==> src/rtl/romulus_ctr_lfsr_pkg.sv <==
// ----------------------------------------------------------------------------
// romulus_pkg
//   Shared constants, types and helpers for the Romulus block-counter path.
//   - CTR_W / DOM_W / TKZ_W : counter, domain byte and tweakey word widths
//   - LFSR_FB               : Galois feedback taps of x^56+x^7+x^4+x^2+1
//   - CTR_ONE               : counter start value (also the wrap marker)
//   - snap_state_e          : snapshot FSM states
//   - lfsr56_step()         : one Galois LFSR step
//   - pack_tkz()            : byte-reversed counter + domain byte packing
// ----------------------------------------------------------------------------
package romulus_pkg;

  localparam int CTR_W = 56;
  localparam int DOM_W = 8;
  localparam int TKZ_W = 64;

  localparam logic [7:0]       LFSR_FB = 8'h95;
  localparam logic [CTR_W-1:0] CTR_ONE = 56'h1;

  typedef enum logic {
    ST_IDLE = 1'b0,
    ST_SNAP = 1'b1
  } snap_state_e;

  // Shift left; when the MSB falls out, fold the tap pattern into the low byte.
  function automatic logic [CTR_W-1:0] lfsr56_step(input logic [CTR_W-1:0] c);
    logic [CTR_W-1:0] fb;
    fb = c[CTR_W-1] ? {{(CTR_W-8){1'b0}}, LFSR_FB} : '0;
    return {c[CTR_W-2:0], 1'b0} ^ fb;
  endfunction

  // Counter bytes are emitted least-significant first from the top of the
  // word downwards; the domain byte occupies the bottom byte.
  function automatic logic [TKZ_W-1:0] pack_tkz(input logic [CTR_W-1:0] ctr,
                                                input logic [DOM_W-1:0] dom);
    logic [TKZ_W-1:0] w;
    w = '0;
    for (int i = 0; i < CTR_W / 8; i++) begin
      w[TKZ_W-1-8*i -: 8] = ctr[8*i +: 8];
    end
    w[DOM_W-1:0] = dom;
    return w;
  endfunction

endpackage

==> src/rtl/romulus_ctr_lfsr_if.sv <==
// ----------------------------------------------------------------------------
// romulus_ctr_lfsr_if
//   Bundle between the mode controller (master) and the counter (slave).
//   master drives : init, ld_en, ld_val, dom_we, dom_in, inc_valid, save,
//                   restore
//   slave drives  : inc_ready, tkz_ctr, tkz_revert, ovf
// ----------------------------------------------------------------------------
interface romulus_ctr_lfsr_if;
  import romulus_pkg::*;

  logic             init;
  logic             ld_en;
  logic [CTR_W-1:0] ld_val;
  logic             dom_we;
  logic [DOM_W-1:0] dom_in;
  logic             inc_valid;
  logic             inc_ready;
  logic             save;
  logic             restore;
  logic [TKZ_W-1:0] tkz_ctr;
  logic [TKZ_W-1:0] tkz_revert;
  logic             ovf;

  modport master (
    output init, ld_en, ld_val, dom_we, dom_in, inc_valid, save, restore,
    input  inc_ready, tkz_ctr, tkz_revert, ovf
  );

  modport slave (
    input  init, ld_en, ld_val, dom_we, dom_in, inc_valid, save, restore,
    output inc_ready, tkz_ctr, tkz_revert, ovf
  );

endinterface

==> src/rtl/romulus_ctr_lfsr_snap.sv <==
// ----------------------------------------------------------------------------
// romulus_ctr_snap
//   Snapshot register for the counter/domain pair plus its IDLE/SNAP FSM.
//   IDLE means no valid snapshot is held. A restore never changes the state
//   (SNAP stays SNAP, IDLE ignores it), so restore is not an input here; the
//   parent gates restore with snap_vld.
//   Ports:
//     clk, rst          : clock, asynchronous active-low reset
//     init              : invalidate snapshot (already gated by parent)
//     save              : capture cur_ctr/cur_dom (pre-update values)
//     cur_ctr, cur_dom  : live counter register and domain register
//     snap_vld          : snapshot holds a saved value (state == SNAP)
//     snap_ctr, snap_dom: saved values
// ----------------------------------------------------------------------------
module romulus_ctr_snap
  import romulus_pkg::*;
#(
  parameter logic [DOM_W-1:0] DOMAIN_RST = 8'h00
) (
  input  logic             clk,
  input  logic             rst,
  input  logic             init,
  input  logic             save,
  input  logic [CTR_W-1:0] cur_ctr,
  input  logic [DOM_W-1:0] cur_dom,
  output logic             snap_vld,
  output logic [CTR_W-1:0] snap_ctr,
  output logic [DOM_W-1:0] snap_dom
);

  snap_state_e      state_q;
  logic [CTR_W-1:0] snap_ctr_q;
  logic [DOM_W-1:0] snap_dom_q;

  // Snapshot data is reset too so that the revert word matches the live word
  // straight out of reset.
  always_ff @(posedge clk or negedge rst) begin
    if (!rst) begin
      state_q    <= ST_IDLE;
      snap_ctr_q <= CTR_ONE;
      snap_dom_q <= DOMAIN_RST;
    end else begin
      case (state_q)
        ST_IDLE: begin
          if (!init && save) begin
            state_q    <= ST_SNAP;
            snap_ctr_q <= cur_ctr;
            snap_dom_q <= cur_dom;
          end
        end
        ST_SNAP: begin
          // init wins over a same-cycle save: the snapshot is invalidated.
          if (init) begin
            state_q <= ST_IDLE;
          end else if (save) begin
            snap_ctr_q <= cur_ctr;
            snap_dom_q <= cur_dom;
          end
        end
        default: state_q <= ST_IDLE;
      endcase
    end
  end

  assign snap_vld = (state_q == ST_SNAP);
  assign snap_ctr = snap_ctr_q;
  assign snap_dom = snap_dom_q;

endmodule

==> src/rtl/romulus_ctr_lfsr.sv <==
// ----------------------------------------------------------------------------
// romulus_ctr_lfsr
//   56-bit Galois LFSR block counter plus 8-bit domain byte, packed into the
//   64-bit tweakey-counter word (live value and revert value).
//   Build option: define ROMULUS_CTR_SNAPSHOT_EN to include the snapshot
//   register and IDLE/SNAP FSM (save/restore active). Without it, tkz_revert
//   mirrors tkz_ctr and save/restore are ignored.
//   Ports:
//     clk  : clock, rising edge
//     rst  : asynchronous active-low reset
//     bus  : romulus_ctr_lfsr_if.slave (load, init, domain write, step
//            handshake, save/restore, tkz_ctr, tkz_revert, ovf)
//   Parameter:
//     DOMAIN_RST : reset value of the domain byte
// ----------------------------------------------------------------------------
module romulus_ctr_lfsr
  import romulus_pkg::*;
#(
  parameter logic [DOM_W-1:0] DOMAIN_RST = 8'h00
) (
  input  logic                 clk,
  input  logic                 rst,
  romulus_ctr_lfsr_if.slave    bus
);

  logic [CTR_W-1:0] ctr_q, ctr_d, ctr_step;
  logic [DOM_W-1:0] dom_q, dom_d;
  logic             ovf_q, ovf_d;

  logic             init_eff;
  logic             step_fire;
  logic             restore_eff;
  logic             restore_win;
  logic             snap_vld;
  logic [CTR_W-1:0] snap_ctr;
  logic [DOM_W-1:0] snap_dom;

  // A load drops a same-cycle init entirely, including its ovf/snapshot side
  // effects, so that ld_en never disturbs ovf or the snapshot.
  assign init_eff  = bus.init & ~bus.ld_en;
  assign step_fire = bus.inc_valid & ~ovf_q;
  assign ctr_step  = lfsr56_step(ctr_q);

`ifdef ROMULUS_CTR_SNAPSHOT_EN
  romulus_ctr_snap #(
    .DOMAIN_RST (DOMAIN_RST)
  ) u_snap (
    .clk      (clk),
    .rst      (rst),
    .init     (init_eff),
    .save     (bus.save),
    .cur_ctr  (ctr_q),
    .cur_dom  (dom_q),
    .snap_vld (snap_vld),
    .snap_ctr (snap_ctr),
    .snap_dom (snap_dom)
  );

  // restore with no valid snapshot is not a request at all, so it does not
  // block a lower-priority step.
  assign restore_eff    = bus.restore & snap_vld;
  assign bus.tkz_revert = pack_tkz(snap_ctr, snap_dom);
`else
  assign snap_vld       = 1'b0;
  assign snap_ctr       = CTR_ONE;
  assign snap_dom       = DOMAIN_RST;
  assign restore_eff    = 1'b0;
  assign bus.tkz_revert = bus.tkz_ctr;
`endif

  // restore that lost to ld_en/init is dropped for the domain byte as well.
  assign restore_win = restore_eff & ~bus.ld_en & ~bus.init;

  always_comb begin
    ctr_d = ctr_q;
    ovf_d = ovf_q;
    dom_d = dom_q;

    if (bus.ld_en) begin
      ctr_d = bus.ld_val;
    end else if (bus.init) begin
      ctr_d = CTR_ONE;
      ovf_d = 1'b0;
    end else if (restore_eff) begin
      ctr_d = snap_ctr;
    end else if (step_fire) begin
      ctr_d = ctr_step;
      // Returning to 1 means the full 2^56-1 period has been consumed.
      if (ctr_step == CTR_ONE) begin
        ovf_d = 1'b1;
      end
    end

    if (restore_win) begin
      dom_d = snap_dom;
    end else if (bus.dom_we) begin
      dom_d = bus.dom_in;
    end
  end

  always_ff @(posedge clk or negedge rst) begin
    if (!rst) begin
      ctr_q <= CTR_ONE;
      dom_q <= DOMAIN_RST;
      ovf_q <= 1'b0;
    end else begin
      ctr_q <= ctr_d;
      dom_q <= dom_d;
      ovf_q <= ovf_d;
    end
  end

  assign bus.tkz_ctr   = pack_tkz(ctr_q, dom_q);
  assign bus.inc_ready = ~ovf_q;
  assign bus.ovf       = ovf_q;

endmodule

==> src/flat_wrapper.sv <==
// flat-port wrapper written by rule: the top's interface ports become plain ports
module romulus_ctr_lfsr_flat import romulus_pkg::*;
#(
  parameter logic [DOM_W-1:0] DOMAIN_RST = 8'h00
)
  (clk, rst, bus_init, bus_ld_en, bus_ld_val, bus_dom_we, bus_dom_in, bus_inc_valid, bus_save, bus_restore, bus_inc_ready, bus_tkz_ctr, bus_tkz_revert, bus_ovf);
  romulus_ctr_lfsr_if bus_i ();
  input  logic clk;
  input  logic rst;
  input wire logic [$bits(bus_i.init)-1:0] bus_init;
  input wire logic [$bits(bus_i.ld_en)-1:0] bus_ld_en;
  input wire logic [$bits(bus_i.ld_val)-1:0] bus_ld_val;
  input wire logic [$bits(bus_i.dom_we)-1:0] bus_dom_we;
  input wire logic [$bits(bus_i.dom_in)-1:0] bus_dom_in;
  input wire logic [$bits(bus_i.inc_valid)-1:0] bus_inc_valid;
  input wire logic [$bits(bus_i.save)-1:0] bus_save;
  input wire logic [$bits(bus_i.restore)-1:0] bus_restore;
  output wire logic [$bits(bus_i.inc_ready)-1:0] bus_inc_ready;
  output wire logic [$bits(bus_i.tkz_ctr)-1:0] bus_tkz_ctr;
  output wire logic [$bits(bus_i.tkz_revert)-1:0] bus_tkz_revert;
  output wire logic [$bits(bus_i.ovf)-1:0] bus_ovf;
  assign bus_i.init = bus_init;
  assign bus_i.ld_en = bus_ld_en;
  assign bus_i.ld_val = bus_ld_val;
  assign bus_i.dom_we = bus_dom_we;
  assign bus_i.dom_in = bus_dom_in;
  assign bus_i.inc_valid = bus_inc_valid;
  assign bus_i.save = bus_save;
  assign bus_i.restore = bus_restore;
  assign bus_inc_ready = bus_i.inc_ready;
  assign bus_tkz_ctr = bus_i.tkz_ctr;
  assign bus_tkz_revert = bus_i.tkz_revert;
  assign bus_ovf = bus_i.ovf;
  romulus_ctr_lfsr #(.DOMAIN_RST(DOMAIN_RST)) u_core (.clk(clk), .rst(rst), .bus(bus_i));
endmodule
==> config.mk <==
export PLATFORM = sky130hd
export DESIGN_NAME = romulus_ctr_lfsr_flat
export DESIGN_NICKNAME = d
export VERILOG_FILES = /design/src/rtl/romulus_ctr_lfsr_pkg.sv /design/src/rtl/romulus_ctr_lfsr_if.sv /design/src/rtl/romulus_ctr_lfsr_snap.sv /design/src/rtl/romulus_ctr_lfsr.sv /design/src/flat_wrapper.sv
export SDC_FILE = /design/constraint.sdc
export NUM_CORES = 1
export LEC_CHECK = 0
export ABC_CLOCK_PERIOD_IN_PS = 1500
export BUFFER_PORTS_ARGS = -buffer_cell sky130_fd_sc_hd__buf_4
export CAP_MARGIN = 15
export CORE_MARGIN = 8
export CORE_UTILIZATION = 40
export DETAILED_ROUTE_END_ITERATION = 12
export GPL_TIMING_DRIVEN = 0
export PLACE_DENSITY = 0.77
export SYNTH_ARGS = -nofsm -noshare
export SYNTH_HDL_FRONTEND = slang
export SYNTH_SLANG_ARGS = --single-unit
==> constraint.sdc <==
create_clock -name clk -period 1.5 [get_ports clk]
set_clock_uncertainty 0.05 [all_clocks]
set_input_delay 0.075 -clock clk [delete_from_list [all_inputs] [get_ports clk]]
set_output_delay 0.075 -clock clk [all_outputs]
set_load 0.05 [all_outputs]
## Word-level counts from Yosys, hierarchy flattened

Index checks and enable logic that the tools add are counted.

| word-level totals | value |
|---|---|
| bits in registers | 65 |
| input bits | 72 |
| output and inout port bits | 130 |

| operators by class | value |
|---|---|
| bitwise gates (word level) | 4 |
| eq/ne operators | 1 |
| mux-type cells | 7 |
| reductions and logical operators | 4 |

Operators with widths:

| kind | number |
|---|---|
| $mux 56 | 3 |
| $eq 56x1->1 const B | 1 |
| $xor 56x56->56 | 1 |
| $mux 8 | 1 |
| $reduce_bool 2->1 | 2 |
| $mux 1 | 3 |
| $reduce_and 3->1 | 1 |
| $reduce_bool 3->1 | 1 |
| $not 1->1 | 2 |
| $and 1x1->1 | 1 |

## Longest topological paths before layout

Gate-level depths: netlist of the first run.

| depth | value |
|---|---|
| depth in word-level cells | 6 |
| depth in mapped cells | 6 |
| mapped depth without buffers | 4 |

## Least setup slack after synthesis of the first run

Ideal clock, no wire load.

| path | value |
|---|---|
| path kind | register to register |
| from | register u_core.ctr_q[55] |
| to | register u_core.ovf_q (netlist: u_core.bus.ovf) |
| arrival time | 1535 ps |
| setup time | 82 ps |
| data required time | 1368 ps |
| cell stages (with the launch flop) | 6 |
| setup slack | -167 ps |
| path through | dfrtp_1 buf_6 nor4b_2 nand4_1 or3_1 o22ai_2 |

| on the way | value |
|---|---|
| word-level cells in the longest chain between the ends | 5 |

RTL lines:

| element | line | text |
|---|---|---|
| from (decl) | romulus_ctr_lfsr.sv:26 | `logic [CTR_W-1:0] ctr_q, ctr_d, ctr_step;` |
| from (signal assigned) | romulus_ctr_lfsr.sv:107 | `ctr_q <= ctr_d;` |
| $mux 8 | romulus_ctr_lfsr_pkg.sv:28 | `fb = c[CTR_W-1] ? {{(CTR_W-8){1'b0}}, LFSR_FB} : '0;` |
| $xor 56x56->56 | romulus_ctr_lfsr_pkg.sv:29 | `return {c[CTR_W-2:0], 1'b0} ^ fb;` |
| $eq 56x1->1 | romulus_ctr_lfsr.sv:89 | `if (ctr_step == CTR_ONE) begin` |
| $reduce_bool 2->1 (no source line) | n/a |  |
| $reduce_and 3->1 (no source line) | n/a |  |
| to (signal assigned) | romulus_ctr_lfsr.sv:109 | `ovf_q <= ovf_d;` |
| to (decl) | romulus_ctr_lfsr.sv:28 | `logic ovf_q, ovf_d;` |

No other way between the ends.
A chain may end at the register's enable or synchronous reset.

## Final worst setup path of the first run

| path | value |
|---|---|
| from | register u_core.ctr_q[19] |
| to | register u_core.ovf_q (netlist: u_core.bus.ovf) |

| on the way | value |
|---|---|
| word-level cells in the longest chain between the ends | 4 |

RTL lines:

| element | line |
|---|---|
| $xor 56x56->56 | romulus_ctr_lfsr_pkg.sv:29 |
| $eq 56x1->1 | romulus_ctr_lfsr.sv:89 |
| $reduce_bool 2->1 (no source line) | n/a |
| $reduce_and 3->1 (no source line) | n/a |

No other way between the ends.

==> metrics.txt, run 1 <==
run status finished with violations; violated checks negative setup slack; Final nets 705; TritonCTS buffer count 9; Setup violations, final 1; DRT iter0 DRCs 134; worst-path cell chain or4_1, nor2_2, nand4_1, o22ai_2; Setup Crit Path Kind reg2reg; routability-driven placement congestion ratio 0.768; Worst Tran Pin Value 844 ps; cell area after synthesis 3550 um^2; Post-DRT Antenna Nets 0; Cells after Synth 358; top_reg_cell synth dfrtp_1; top post-synthesis cells by area dfrtp_1 45%, mux2i_1 15%, buf_4 14%; met3 usage 5.06%; Max Cap Viol 0; # IOs 202; clk sinks 65; first-pass iteration count of the detailed router 4; sequential-to-total area share from yosys stat 45.8%; DR vias 3608; fin. max-slew vios 0; total gr overflow 0; worst endpoint required time 1700 ps; worst slack, placed -125 ps; final design utilization 70.3%; dpl cells 664; fin worst setup slack -59.5 ps; fin crit period 1560 ps; crit path launch type flop; Yosys top cell area share 45.1%; initial antenna violation count 0; total die area 12200 um^2; Critical Path AT 1760 ps; gr usage total 20.1%; GRT Max-Usage Layer met2; Max stage delay cell, worst path or4_1; Ant. Diodes 0; Initial Util 41.0%; Post-Route WL 12700 um; worst r2r path cells 4; vias in the first global route 3734; Vert. Die Dim 110 um; crit share post-route 104%; Leak 3.12 nW; Port Buffers 198; worst min path class in2reg; highest clock rate 641 MHz; largest net degree at the start of global routing 66; CP peak stage delay 580 ps; DR WL/cell 17.0 um; ys async rst share 100%; Final HPWL DP 9070 um; ratio of cells with drive above 1 in the final layout 49.4%; slew margin rel. 43.7%; Levels on crit path 4; post-synthesis cell type count 28; CTS clk-pin slew, worst paths 70 ps; RSZ-0062 raised after global routing true; synthesis-stage register bit count 65; worst vdd ir 0.000539 V; worst skew pair latency 340 ps; Worst setup EP type flop; CTS tree built; Yosys Warn Count 0; buffer type at the clock tree root clkbuf_8; synthesis-to-finish area growth 71.7%; setup tns final -59.5 ps; hold depth 3; Mean Syn Cell Area 9.93 um^2; Mapped Nets 430; DRC viols 0; Fillers 634; PwrDens 1000 nW/um^2; Pwr Total 0.00612 W; met2 Use GR 35.1%; Die X 110 um; Buf/Inv on CP 0; CTS H-Tree Depth 3; Synth top cells by count 64 x buf_4, 64 x dfrtp_1, 58 x nand2_1; Avg Vias per Cell 4.84; final instance count without filler cells 746; CP max FO 5; Final Hold Fails 0; CP top delay family simple AND/OR/NAND/NOR gates; Max clock buf depth 2; first-pass GRT wire length 19200 um; leading area contributor after synthesis dfrtp_1; Core Area 8680 um^2; grt met1 use 23.8%; Row Count 34; EDFF count, synth 0
-- final timing paths --
check | end | slack, ps | start
setup / recovery | u_core.bus.ovf$_DFFE_PN0P_ | -60 | u_core.ctr_q[19]$_DFFE_PN0P_
setup reg to reg | u_core.bus.ovf$_DFFE_PN0P_ | -60 | u_core.ctr_q[19]$_DFFE_PN0P_
max in group asynchronous | u_core.ctr_q[26]$_DFFE_PN0P_ | 440 | rst
hold / removal | u_core.bus.ovf$_DFFE_PN0P_ | 90 | bus_ld_en
hold reg to reg | u_core.dom_q[1]$_DFFE_PN0P_ | 490 | u_core.dom_q[1]$_DFFE_PN0P_
min in group asynchronous | u_core.ctr_q[45]$_DFFE_PN0P_ | 350 | rst
-- where the power goes --
| part | switching [W] | leakage (nW) | internal, W |
|---|---|---|---|
| Clock | 0.000693 | 0.102 | 0.000802 |
| Sequential | 0.000217 | 0.800 | 0.00190 |
| Combinational | 0.00154 | 2.21 | 0.000965 |
-- layout by cell type, fill, tap and decap left out, types with 2 or more instances in the layout --
| master | n |
|---|---|
| mux2i_1 | 52 |
| inv_1 | 2 |
| clkbuf_8 | 10 |
| nor4_1 | 6 |
| mux2_2 | 8 |
| nor4_2 | 2 |
| o21ai_1 | 56 |
| buf_1 | 4 |
| buf_4 | 267 |
| o21ai_0 | 2 |
| clkinv_2 | 4 |
| nor4_4 | 2 |
| dlygate4sd3_1 | 65 |
| dfrtp_2 | 9 |
| dfrtp_1 | 55 |
| buf_6 | 2 |
| clkbuf_1 | 8 |
| buf_2 | 3 |
| nand4_1 | 3 |
| nor2b_1 | 3 |
| or4_1 | 2 |
| nand2_1 | 58 |
| xnor2_1 | 2 |
-- per-stage QoR --
step                      hold slack (ps)  area, um^2
after floorplan                      -271        3560
after global placement                168        5190
after detailed placement              186        5190
after CTS                            80.8        6080
after global routing                 95.6        6100
final                                89.9        6100
-- layout make-up --
class	instances	area (um^2)	share of cell area, %
timing repair buffer	264	2140	35.1
inverter	2	7.51	0.123
tap	108	135	2.21
multi-input combinational	206	1390	22.8
clock inverter	6	57.6	0.943
sequential	65	1640	26.9
clock buffer	10	138	2.26
buffer	85	593	9.72
-- logic make-up after synthesis --
group,after synthesis,synth area share (%)
buffers and inverters,87,16.4
AOI/OAI and AO/OA,62,9.12
xor gates and xnor gates,3,0.739
and+or+nand+nor,81,10.7
DFF,65,45.8
muxes,60,17.2
-- metal layers --
| metal | wire [um] | vias up |
|---|---|---|
| met2 | 6320 | 153 |
| met1 | 4990 | 1723 |
| met5 | 0 | - |
| met4 | 166 | 0 |
| met3 | 1220 | 14 |
| li1 | - | 1718 |
-- flip-flops by register name (all words and copies together), names as in the netlist --
| signal | cells |
|---|---|
| u_core.dom_q | 8 |
| u_core.bus.ovf | 1 |
| u_core.ctr_q | 56 |
-- worst reg2reg max path, cell delays in order, from the launching register on --
cell and delay, ps:
dfrtp_2 430, or4_1 580, nor2_2 140, nand4_1 130
o22ai_2 140
-- what timing repair did --
item                       in CTS  in global routing
hold buffers                   65                  0
setup buffers                   1                  0
setup endpoints to repair       2                 41
pin swaps                       3                  1
resized for setup               7                 11
hold endpoints to repair      128                  0
Note: power is estimated with default switching activity, not from simulation.
==> run 2: changes to the inputs <==
- ABC_AREA: not set -> 1
- CORE_UTILIZATION: 40 -> 41
- PLACE_DENSITY: 0.77 -> 0.78
==> metrics.txt, run 2 <==
CP max FO 5; Critical Path AT 1670 ps; ys async rst share 100%; vias in the first global route 4235; CTS H-Tree Depth 3; DRC viols 0; synthesis-to-finish area growth 69.3%; Core Area 8680 um^2; RSZ-0062 raised after global routing false; Worst Tran Pin Value 832 ps; Mapped Nets 494; final instance area 6170 um^2; Post-Route WL 14700 um; crit path launch type flop; WHS 12.1 ps; Final nets 765; Yosys top cell area share 44.0%; CP most frequent cell nor2_1; cell area after synthesis 3640 um^2; gr usage total 23.5%; setup tns final 0 ps; TritonCTS buffer count 9; Setup Crit Path Kind reg2reg; crit share post-route 98.0%; Row Count 34; CTS clk-pin slew, worst paths 80 ps; CP peak stage delay 430 ps; worst vdd ir 0.000472 V; EDFF count, synth 0; Final Hold Fails 0; most flop-heavy register u_core.ctr_q; Cells after Synth 422; total gr overflow 0; largest net degree at the start of global routing 66; sequential-to-total area share from yosys stat 44.7%; DR WL/cell 18.3 um; Worst setup EP type flop; highest clock rate 680 MHz; first-pass GRT wire length 22100 um; buffer type at the clock tree root clkbuf_8; worst-path cell chain nor2_1, nand2_1, nor2_1, nand2_1, nor2_1, nand3_1, a21oi_2; routability-driven placement congestion ratio 0.850; slew margin rel. 44.5%; initial antenna violation count 0; Die X 110 um; Max Cap Viol 0; Levels on crit path 7; Largest register FFs 56; Initial Util 42.0%; hold depth 3; ratio of cells with drive above 1 in the final layout 46.7%; # IOs 202; leading area contributor after synthesis dfrtp_1; Ant. Diodes 0; Synth top cells by count 97 x nand2_1, 67 x buf_4, 64 x dfrtp_1; fin. max-slew vios 0; Buf/Inv on CP 0; Mean Syn Cell Area 8.63 um^2; commonest non-fill, non-tap cell in the layout buf_4; Port Buffers 198; top post-synthesis cells by area dfrtp_1 44%, buf_4 14%, nand2_1 10%; Max stage delay cell, worst path dfrtp_1; CTS tree built; Max clock buf depth 2; post-synthesis cell type count 26; Yosys Warn Count 0; first-pass iteration count of the detailed router 5; top_reg_cell synth dfrtp_1; worst min path class in2reg; Post-DRT Antenna Nets 0; DR vias 4092; PwrDens 1050 nW/um^2; worst endpoint required time 1700 ps; total die area 12200 um^2; CP top delay family simple AND/OR/NAND/NOR gates; Final HPWL DP 10400 um; Vert. Die Dim 110 um; Pwr Total 0.00645 W; most frequent cells in the layout 268 x buf_4, 95 x nand2_1, 63 x dfrtp_1; run status finished clean; Leak 3.12 nW; synthesis-stage register bit count 65; DRT iter0 DRCs 214; area of placed instances 5330 um^2; final design utilization 71.0%; most frequent cell after synthesis nand2_1; worst r2r path cells 7; Avg Vias per Cell 5.08; worst skew pair latency 340 ps; fin crit period 1470 ps; clk sinks 65; Setup violations, final 0
==> run 2: cell count changes after synthesis, sizes merged, moves of 13 or more <==
cell / previous run / this run
nand3: 0 / 34
nor2: 1 / 37
a22oi: 0 / 13
o21ai: 58 / 15
mux2i: 52 / 0
o211ai: 0 / 17
o311ai: 0 / 14
inv: 2 / 25
nand2: 58 / 97
==> run 2: final timing paths <==
path / slack (ps) / to / startpoint
setup reg to reg: 30 / u_core.bus.ovf$_DFFE_PN0P_ / u_core.ctr_q[46]$_DFFE_PN0P_
hold / removal: 10 / u_core.ctr_q[6]$_DFFE_PN0P_ / bus_ld_val[6]
min in group asynchronous: 340 / u_core.ctr_q[55]$_DFFE_PN0P_ / rst
max in group asynchronous: 490 / u_core.bus.ovf$_DFFE_PN0P_ / rst
setup / recovery: 30 / u_core.bus.ovf$_DFFE_PN0P_ / u_core.ctr_q[46]$_DFFE_PN0P_
hold reg to reg: 490 / u_core.ctr_q[0]$_DFFE_PN1P_ / u_core.ctr_q[0]$_DFFE_PN1P_
==> run 2: cell families (layout without fill, tap and decap cells) <==
family / Yosys count / count (layout) / synth area share, %
xor gates and xnor gates: 3 / 3 / 0.722
muxes: 8 / 8 / 2.47
DFF: 65 / 65 / 44.7
AOI/OAI and AO/OA: 65 / 65 / 14.1
buffers and inverters: 112 / 388 / 19.2
and+or+nand+nor: 169 / 169 / 18.9
==> run 2: worst reg2reg max path: stages (launching register included) <==
cell and delay [ps]:
dfrtp_1 430, nor2_1 150, nand2_1 90, nor2_1 120
nand2_1 70, nor2_1 170, nand3_1 130, a21oi_2 170
==> run 2: what timing repair did <==
action | CTS | global route
resized for setup | 0 | 1
endpoints found under the hold margin | 124 | 0
hold buffers | 61 | 0
endpoints found under the setup margin | 0 | 1
setup buffers | 0 | 1
==> run 2: stage by stage <==
stage | instances | setup slack, ps
6_report | 806 | 29.7
5_1_grt | 806 | 0.686
4_1_cts | 805 | 61.0
3_5_place_dp | 728 | 109
3_3_place_gp | 728 | 155
2_1_floorplan | 422 | -168
==> run 2: routing by layer <==
layer | vias up | GRT usage (%) | share of wire (%)
met1 | 1930 | 26.0 | 37
met4 | 0 | 12.6 | 3.3
met3 | 36 | 5.41 | 9.7
li1 | 1889 | - | -
met2 | 237 | 41.4 | 50
met5 | - | 0 | 0
==> run 2: cell type report <==
| type | count | area (um^2) |
|---|---|---|
| multi-input cells | 245 | 1330 |
| flip-flops and latches | 65 | 1630 |
| clock buffers | 9 | 124 |
| clock inverters | 7 | 95.1 |
| well taps | 108 | 135 |
| inverters | 25 | 100 |
| repair buffers | 260 | 2100 |
| plain buffers | 87 | 644 |
| fillers | 672 | 2510 |
==> run 2: where the power goes <==
group | switching, W | internal [W] | total, W
clock network | 0.000717 | 0.000935 | 0.00165
registers | 0.000211 | 0.00191 | 0.00212
logic | 0.00170 | 0.000976 | 0.00268
